$ cat config.mk
export PLATFORM = sky130hd
export DESIGN_NAME = fetch_stage
export DESIGN_NICKNAME = d
export VERILOG_FILES = /design/src/rtl/fetch_stage.sv
export SDC_FILE = /design/constraint.sdc
export NUM_CORES = 1
export LEC_CHECK = 0
export CAP_MARGIN = 20
export CORE_ASPECT_RATIO = 2
export CORE_MARGIN = 2
export CORE_UTILIZATION = 49
export CTS_CLUSTER_DIAMETER = 60
export DETAILED_ROUTE_END_ITERATION = 6
export GPL_TIMING_DRIVEN = 0
export PLACE_DENSITY = 0.83
export SYNTH_ARGS = -nofsm -noshare
export SYNTH_HDL_FRONTEND = slang
export SYNTH_SLANG_ARGS = --single-unit
$ cat constraint.sdc
create_clock -name clk -period 3.9 [get_ports clk]
set_clock_uncertainty 0.15 [all_clocks]
set_input_delay 0.975 -clock clk [delete_from_list [all_inputs] [get_ports clk]]
set_output_delay 0.975 -clock clk [all_outputs]
set_load 0.01 [all_outputs]
$ cat src/rtl/fetch_stage.sv
// Instruction-fetch stage: owns the PC, addresses the instruction memory
// combinationally and registers the returned word into a valid/ready slot
// for decode. Misaligned or out-of-range fetch targets stop fetch until reset.
//
//   state  | meaning
//   -------+-------------------------------------------------------------
//   RUN    | fetching; redirects accepted, slot filled when free/draining
//   HALTED | fault seen; slot empty, PC frozen, only reset leaves
module fetch_stage #(
    parameter logic [31:0] RESET_PC  = 32'h0000_0000,
    parameter int          MEM_WORDS = 128,
    parameter int          ADDR_W    = 7
) (
    input  logic              clk,
    input  logic              reset,
    output logic [ADDR_W-1:0] imem_addr,
    input  logic [31:0]       imem_instr,
    output logic              out_valid,
    input  logic              out_ready,
    output logic [31:0]       out_instr,
    output logic [31:0]       out_pc,
    input  logic              redirect_valid,
    input  logic [31:0]       redirect_pc,
    output logic              halted,
    output logic [31:0]       fault_pc
);

    // First byte address past the end of instruction memory.
    localparam logic [31:0] BYTE_END = 32'(4 * MEM_WORDS);

    typedef enum logic [0:0] {
        RUN    = 1'b0,
        HALTED = 1'b1
    } state_t;

    state_t      state;
    logic [31:0] pc;

    function automatic logic addr_legal(input logic [31:0] a);
        return (a[1:0] == 2'b00) && (a < BYTE_END);
    endfunction

    // Memory sees the word index of the current PC with no extra latency.
    assign imem_addr = pc[ADDR_W+1:2];

    // Fetch control: redirect beats fault detection beats slot fill/stall.
    always_ff @(posedge clk) begin
        if (reset) begin
            state     <= RUN;
            pc        <= RESET_PC;
            out_valid <= 1'b0;
            out_instr <= 32'h0;
            out_pc    <= 32'h0;
            halted    <= 1'b0;
            fault_pc  <= 32'h0;
        end else begin
            case (state)
                RUN: begin
                    if (redirect_valid) begin
                        // Squash the slot even if decode is taking it this cycle.
                        out_valid <= 1'b0;
                        if (addr_legal(redirect_pc)) begin
                            pc <= redirect_pc;
                        end else begin
                            state    <= HALTED;
                            halted   <= 1'b1;
                            fault_pc <= redirect_pc;
                        end
                    end else if (!addr_legal(pc)) begin
                        // Sequential walk ran off the end of memory.
                        state     <= HALTED;
                        halted    <= 1'b1;
                        fault_pc  <= pc;
                        out_valid <= 1'b0;
                    end else if (!out_valid || out_ready) begin
                        out_instr <= imem_instr;
                        out_pc    <= pc;
                        out_valid <= 1'b1;
                        pc        <= pc + 32'd4;
                    end
                end
                HALTED: begin
                    out_valid <= 1'b0;
                end
                default: begin
                    state <= HALTED;
                end
            endcase
        end
    end

endmodule

Yosys cells after proc, flatten, opt, wreduce, memory -nomap -nowiden
Index checks and enable logic that the tools add are counted.
{"block": "totals", "register_bits": 131, "in_bits": 68, "word_cells": 45}
{"block": "classes", "addsub": 1, "n_lt_le_gt_ge": 2, "eq_ne": 4, "muxes": 18, "n_bitwise": 2, "n_reduce_logical": 11}
{"op": "2-to-1 mux 32 bit", "count": 7}
{"op": "less-than comparator 32 x 10 -> 1 bit (second input constant)", "count": 2}
{"op": "adder 32 x 3 -> 32 bit (second input constant)", "count": 1}
{"op": "2-to-1 mux 1 bit", "count": 10}
{"op": "AND reduction 4 bit", "count": 2}
{"op": "logical NOT 2 bit", "count": 2}
{"op": "!= test 2 bit (second input constant)", "count": 2}
{"op": "!= test 4 bit (second input constant)", "count": 1}
{"op": "nonzero test 2 bit", "count": 2}
{"op": "AND reduction 3 bit", "count": 1}
{"op": "logical AND 1 bit", "count": 2}
{"op": "!= test 2 x 1 -> 1 bit (second input constant)", "count": 1}
{"op": "inverter 1 bit", "count": 2}
{"op": "case mux 1 bit (2 select lines)", "count": 1}
{"op": "logical NOT 1 bit", "count": 1}
{"op": "logical OR 1 bit", "count": 1}

Longest topological paths before layout
Gate-level depths: netlist of the first run.
{"block": "logic_depth", "ltp_word": 6, "mapped_depth": 8, "depth_no_buf": 5}

Least setup slack after synthesis of the first run
OpenSTA, ideal clock, no wires.
{"block": "synth_path", "path_type": "input to register", "start": "in redirect_valid", "end": "reg fault_pc[12]", "setup_time_ns": 0.134, "arrival_ns": 2.379, "required_ns": 3.616, "slack_ns": 1.237, "path_stages": 8, "path_cell_list": "buf_4 -> nor4b_2 -> nand4_1 -> or2_2 -> buf_2 -> clkbuf_1 -> a31oi_1 -> a211oi_1"}
{"block": "synth_via", "elab_chain_len": 2}
{"element": "start: declaration", "line": "22", "text": "input logic redirect_valid,"}
{"element": "!= test 2 bit (no source line)"}
{"element": "AND reduction 3 bit (no source line)"}
{"element": "end signal: assignment", "line": "67", "text": "fault_pc <= redirect_pc;"}
{"element": "end signal: assignment", "line": "73", "text": "fault_pc <= pc;"}
{"element": "end: declaration", "line": "25", "text": "output logic [31:0] fault_pc"}
Parallel ways exist; a longest one is shown, timed or not.
A chain may end at the register's enable or synchronous reset.

Worst setup path after layout of the first run
{"block": "layout_path", "start": "in redirect_pc[30]", "end": "reg pc[3]"}
{"block": "layout_via", "elab_chain_len": 4}
{"element": "start: declaration", "line": "23", "text": "input logic [31:0] redirect_pc,"}
{"element": "less-than comparator 32 x 10 -> 1 bit", "line": "40", "text": "return (a[1:0] == 2'b00) && (a < BYTE_END);"}
{"element": "logical AND 1 bit", "line": "40"}
{"element": "!= test 2 x 1 -> 1 bit (no source line)"}
{"element": "AND reduction 4 bit (no source line)"}
{"element": "end signal: assignment", "line": "63", "text": "pc <= redirect_pc;"}
{"element": "end signal: assignment", "line": "79", "text": "pc <= pc + 32'd4;"}
{"element": "end: declaration", "line": "37", "text": "logic [31:0] pc;"}
No other way between the ends.

==> results of run 1 <==
-- layout by cell type (no fill, tap or decap), types with 2 or more instances in the layout --
cell type          n
and3_1            26
inv_8              2
clkinv_4           2
clkbuf_1          29
bufinv_16          3
o21a_1             2
mux2i_1           65
buf_4             10
nand3_1           10
a311oi_1           6
or2_2              2
inv_1              5
and2_1            26
clkinvlp_4         3
dfxtp_1          131
nand2_1           17
a211oi_1          26
nor2_1            48
buf_2              5
inv_6              5
o31ai_1            8
a31oi_1           38
nand4_1            3
buf_1              2
o311ai_0           2
nor3_2             2
clkbuf_16         17
clkdlybuf4s50_1  170
buf_6              4
nor4_1            13
o21ai_0            3
a21oi_1            5
-- routing by layer --
| metal | up-vias | routed length [um] | track usage |
|---|---|---|---|
| li1 | 2217 | - | - |
| met1 | 2196 | 5250 | 0.2503 |
| met2 | 235 | 8531 | 0.5250 |
| met3 | 49 | 933 | 0.07448 |
| met4 | 0 | 739 | 0.1609 |
| met5 | - | 0 | 0 |
-- critical path, cell delays in order --
cell,delay [ps]
clkdlybuf4s50_1,430
nor4_1,470
nand3_1,290
o21ai_1,500
a31oi_1,190
clkbuf_1,290
a22o_1,300
-- power breakdown --
part           internal [mW]  switching, mW
Clock                   1.03          0.638
Sequential              1.40         0.0471
Combinational          0.267          0.233
Total                   2.69          0.918
-- cells in the mapped netlist, drive strengths merged --
| library cell | number |
|---|---|
| buf | 21 |
| a21o | 1 |
| or4 | 2 |
| nand3 | 10 |
| o32ai | 1 |
| nand2 | 17 |
| mux2i | 65 |
| clkbuf | 29 |
| or2 | 2 |
| and3 | 26 |
| o41ai | 1 |
| and2 | 26 |
| nor2b | 1 |
| nor4 | 14 |
| dfxtp | 131 |
| ha | 1 |
| o31ai | 8 |
| o311ai | 2 |
| nor4b | 1 |
| nand3b | 1 |
| a21oi | 5 |
| a32oi | 1 |
| nor3 | 3 |
| a22o | 1 |
| and4 | 1 |
| o21a | 2 |
| a41oi | 1 |
| inv | 5 |
| o21ai | 4 |
| a31oi | 38 |
| a311oi | 6 |
| nand4 | 3 |
| a211oi | 26 |
| nor2 | 48 |
-- worst paths after layout --
kind / to / from / slack (ps) / depth (start not counted)
setup / recovery: pc[3]$_SDFFE_PP0P_ / redirect_pc[30] / 600 / 7
hold / removal: out_pc[1]$_SDFFE_PP0P_ / out_pc[1]$_SDFFE_PP0P_ / 330 / 1
setup reg to reg: pc[3]$_SDFFE_PP0P_ / pc[16]$_SDFFE_PP0P_ / 1400 / 7
hold reg to reg: out_pc[1]$_SDFFE_PP0P_ / out_pc[1]$_SDFFE_PP0P_ / 330 / 1
-- stage by stage --
| stage | hold WS, ps | util | area [um^2] |
|---|---|---|---|
| 6_report | 331.5 | 0.7505 | 7569 |
| 5_1_grt | 343.6 | 0.7505 | 7569 |
| 4_1_cts | 332.1 | 0.7505 | 7569 |
| 3_5_place_dp | 321.6 | 0.6888 | 6947 |
| 3_3_place_gp | 302.1 | 0.6888 | 6947 |
| 2_1_floorplan | 293.0 | - | 5076 |
-- flip-flops by register name, summed over array words and instances, names as in the netlist --
signal,flops
fault_pc,32
out_instr,32
out_pc,32
pc,32
halted,1
out_valid,1
state,1
-- cells by family after synthesis --
family,share of synthesized area
AOI/OAI and AO/OA,0.1331
and+or+nand+nor,0.1644
adders and majority gates,0.002464
DFF,0.5166
muxes,0.1282
buffers and inverters,0.05521
-- area by class of cell --
| type | instances | area share |
|---|---|---|
| tap | 135 | 0.02232 |
| buffer | 50 | 0.03455 |
| timing repair buffer | 170 | 0.2248 |
| clock inverter | 15 | 0.02595 |
| sequential | 131 | 0.3465 |
| multi-input combinational | 318 | 0.2872 |
| clock buffer | 17 | 0.05621 |
| inverter | 5 | 0.002480 |
==> impl_metrics.csv, run 1 <==
group,metric,value,unit
route,first_pass_iters,5,
route,drtIter0Drc,218,
setup_path,criticalPathCategory,"in2reg",
setup_path,critPathMaxFanout,10,
timing,timing.final.hold_violations,0,
floorplan,die_h,147.9,um
place,dpl.cell_count,809,
final_layout,nets,762,
timing,min_period_over_period,0.8452,
synth,synth_area_per_cell,10.07,um^2
clocking,cts_setup_buffers,0,
setup_path,required,4060,ps
route,wire_per_inst,18.38,um
synth,ys_seq_area_frac,0.5166,
synth,synth_cell_types,41,
final_layout,seqCellArea,2623,um^2
pwr,p_per_area,477.4,nW/um^2
pwr,p_leak,3.123,nW
job,maxCapViolCount,0,
route,wl,15.45,mm
final_layout,fin_cells,841,
global_routing,grt_pass1_vias,4805,
floorplan,initial_utilization,0.5033,
setup_path,startpoint_type,"input port",
global_routing,grt_pass1_wl,24.13,mm
timing,worst_pin_slew,724.3,ps
timing,fin_crit,3296,ps
floorplan,die-width,75.97,um
clocking,clockBufferDepth,2,
clocking,cts_max_level,4,
synth,netlist_area,5076,um^2
route,viasPerCell,5.585,
final_layout,antennaDiodeCount,0,
floorplan,placementRows,52,
timing,slew-limit-headroom,0.5171,
timing,finalSetupViolCount,0,
clocking,insertion_delay,410,ps
synth,ys_warn_count,0,
global_routing,grt_overflow_total,0,
clocking,cts_buffers,17,
floorplan,die_area,11240,um^2
synth,synth_nets,573,
synth,ys_top_cells_by_area,"dfxtp_1 52%, mux2i_1 13%, a31oi_1 4.7%, a211oi_1 3.8%, nor2_1 3.5%",
route,dr_total_vias,4697,
hold_path,min_path_type,"reg2reg",
synth,syn_inst,504,
floorplan,core,10080,um^2
place,dp_slack,280.0,ps
clocking,root_buffer,"clkbuf_16",
status,outcome,"completed",
pwr,total_power,3.613,mW
final_layout,multi_input_area,2173,um^2
global_routing,grt_start_max_net_pins,17,
final_layout,final_layout_size_suffix_gt1_frac,0.08357,
synth,synth_area_leader_cell,"dfxtp_1",
setup_path,worstPathArrival,3450,ps
global_routing,grt.total_usage,0.2727,
clocking,cts.sinks,131,
timing,slew_viol_final,0,
final_layout,areaGrowthSynthToFinish,49.10,%
setup_path,cp-end-kind,"flop",
timing,timing.fmax,303.4,MHz
final_layout,fill_cells,720,
pwr,ir_drop,342.1,uV
global_routing,antenna_found_initial,0,
clocking,hold_buffers,0,
place,hpwl,11.65,mm
clocking,clk_pin_slew,60,ps
place,place_congestion,0.9124,
clocking,cts_tree,"built",
synth,yosysTopAreaCellShare,0.5166,
floorplan,pin_count,173,
clocking,cts_resized,0,
timing,fin_tns_setup,0,ps
route,antenna_left,0,
timing,finalWorstSetupSlack,603.9,ps
synth,ys_ff_latch,131,
place,port_buffers,170,
timing,rsz0062_at_grt,"false",
route,drc,0,
No activity file was read; power rests on OpenSTA's default activity.
==> inputs of run 2 (changes only) <==
--- a/config.mk
+++ b/config.mk
@@ -8,11 +8,11 @@
 export CAP_MARGIN = 20
 export CORE_ASPECT_RATIO = 2
 export CORE_MARGIN = 2
-export CORE_UTILIZATION = 49
+export CORE_UTILIZATION = 45
 export CTS_CLUSTER_DIAMETER = 60
 export DETAILED_ROUTE_END_ITERATION = 6
 export GPL_TIMING_DRIVEN = 0
-export PLACE_DENSITY = 0.83
+export PLACE_DENSITY = 0.77
 export SYNTH_ARGS = -nofsm -noshare
 export SYNTH_HDL_FRONTEND = slang
 export SYNTH_SLANG_ARGS = --single-unit
==> constraint.sdc (replaced) <==
create_clock -name clk -period 3.3 [get_ports clk]
set_clock_uncertainty 0.15 [all_clocks]
set_input_delay 0.825 -clock clk [delete_from_list [all_inputs] [get_ports clk]]
set_output_delay 0.825 -clock clk [all_outputs]
set_load 0.01 [all_outputs]
==> run 2 against run 1 <==
Highest routed layer unchanged. Hold slack worse by 9.7 ps. Combinational power grew 18%. Critical path type unchanged. Core utilization is 6.1 points lower. Flip-flop and latch count did not move. Routed wire length is 0.25% lower. Critical path depth unchanged.
==> impl_metrics.csv, run 2 (synthesis results as in run 1) <==
group,metric,value,unit
pwr,switching_share,0.2521,
timing,finalWorstSetupSlack,143.9,ps
route,viasPerCell,5.509,
clocking,cts_max_level,4,
final_layout,nets,762,
place,dp_slack,-226.5,ps
final_layout,fin_area,7546,um^2
pwr,p_int,3.111,mW
timing,fin_tns_setup,0,ps
floorplan,initial_utilization,0.4638,
pwr,power.switching,1.049,mW
place,port_buffers,170,
setup_path,crit_path_cell_trace,"clkdlybuf4s50_1, nor4_1, nand3_1, o21ai_1, a31oi_1, clkbuf_1, a22o_1",
pwr,p_leak,3.111,nW
route,antenna_left,0,
setup_path,rr_endpoint,"pc[3]$_SDFFE_PP0P_",
hold_path,min_path_type,"reg2reg",
route,first_pass_iters,5,
clocking,clockBufferDepth,2,
pwr,power.share.combinational,0.142,
timing,timing.final.hold_violations,0,
clocking,cts_setup_buffers,0,
clocking,cts_buffers,17,
setup_path,criticalPathCategory,"in2reg",
global_routing,grt_start_max_net_pins,17,
timing,rsz0062_at_grt,"false",
pwr,ir_drop,449.5,uV
place,dpl.cell_count,814,
clocking,clk_pin_slew,60,ps
place,placed_area,6953,um^2
final_layout,layout_commonest_cell,"clkdlybuf4s50_1",
global_routing,grt_pass1_vias,4709,
setup_path,required,3460,ps
final_layout,antennaDiodeCount,0,
clocking,root_buffer,"clkbuf_16",
setup_path,cp-end-kind,"flop",
setup_path,r2r-start,"pc[27]$_SDFFE_PP0P_",
floorplan,placementRows,54,
setup_path,crit_end,"pc[3]$_SDFFE_PP0P_",
status,outcome,"completed",
global_routing,antenna_found_initial,0,
timing,min_period_over_period,0.9564,
final_layout,fin_cells,846,
setup_path,worstPathArrival,3320,ps
global_routing,grt_overflow_total,0,
clocking,cts.sinks,131,
setup_path,r2r_cells,6,
pwr,power_frac_clock,0.446,
timing,fin_crit,3156,ps
setup_path,max_stage_delay,510,ps
final_layout,final_layout_size_suffix_gt1_frac,0.08357,
floorplan,core,10950,um^2
route,wire_per_inst,18.22,um
setup_path,startpoint_type,"input port",
place,hpwl,11.55,mm
global_routing,grt.total_usage,0.2528,
setup_path,crit_slowest_cell,"o21ai_1",
floorplan,die_h,154.2,um
timing,worst_pin_slew,728.0,ps
place,place_congestion,0.9128,
floorplan,pin_count,173,
timing,slew-limit-headroom,0.5147,
timing,timing.fmax,316.8,MHz
route,wl,15.42,mm
pwr,p_per_area,551.2,nW/um^2
setup_path,rrSetupSlack,910,ps
pwr,seqPwrFrac,0.412,
route,dr_total_vias,4661,
floorplan,die_area,12200,um^2
job,maxCapViolCount,0,
clocking,insertion_delay,420,ps
timing,finalSetupViolCount,0,
setup_path,critPathMaxFanout,10,
setup_path,crit_path_start,"redirect_pc[30]",
timing,slew_viol_final,0,
clocking,cts_tree,"built",
clocking,cts_resized,0,
floorplan,die-width,79.10,um
final_layout,areaGrowthSynthToFinish,48.66,%
route,drtIter0Drc,377,
final_layout,final_cell_mix,"170 x clkdlybuf4s50_1, 131 x dfxtp_1, 65 x mux2i_1",
global_routing,grt_pass1_wl,23.80,mm
clocking,hold_buffers,0,
route,drc,0,
-- run 2: area by class of cell --
cell class / count / area [um^2]
fillers: 903 / 3400
clock inverters: 14 / 153.9
inverters: 5 / 18.77
clock buffers: 18 / 439.2
multi-input cells: 318 / 2173
well taps: 140 / 175.2
plain buffers: 50 / 261.5
flip-flops and latches: 131 / 2623
repair buffers: 170 / 1702
-- run 2: how the worst min path moves through the flow --
stage,from,end,slack [ps],depth (start not counted)
floorplan,pc[30]$_SDFFE_PP0P_,pc[30]$_SDFFE_PP0P_,290,1
CTS,halted$_SDFFE_PP0P_,halted$_SDFFE_PP0P_,320,1
detailed placement,halted$_SDFFE_PP0P_,halted$_SDFFE_PP0P_,310,1
global route,out_pc[27]$_SDFFE_PP0P_,out_pc[27]$_SDFFE_PP0P_,340,1
finish,halted$_SDFFE_PP0P_,halted$_SDFFE_PP0P_,320,1
global placement,halted$_SDFFE_PP0P_,halted$_SDFFE_PP0P_,300,1
-- run 2: power groups by stage --
stage	clock, mW	combinational, mW	sequential, mW
floorplan	0	0.258	1.76
global placement	0	0.576	1.74
detailed placement	0	0.588	1.74
CTS	1.88	0.592	1.71
global route	1.95	0.630	1.72
finish	1.86	0.591	1.71
-- run 2: per-stage QoR --
stage                     utilization  power (mW)  hold slack, ps
after global placement         0.6352       2.317           300.8
final                          0.6894       4.160           321.8
after global routing           0.6894       4.304           338.8
after floorplan                     -       2.022           293.0
after CTS                      0.6894       4.178           323.9
after detailed placement       0.6352       2.333           310.3
-- run 2: critical path: cells and delay by family --
kind	cells	cell delay, ps
buf+inv	2	710
compound gates	3	1010
simple gates	2	770
-- run 2: per-layer routing --
metal  share of wire  track usage  wire [um]
met5               0            0          0
met4           0.034       0.1232        518
met3           0.060      0.07176        925
met2            0.55       0.4697       8546
met1            0.35       0.2486       5425
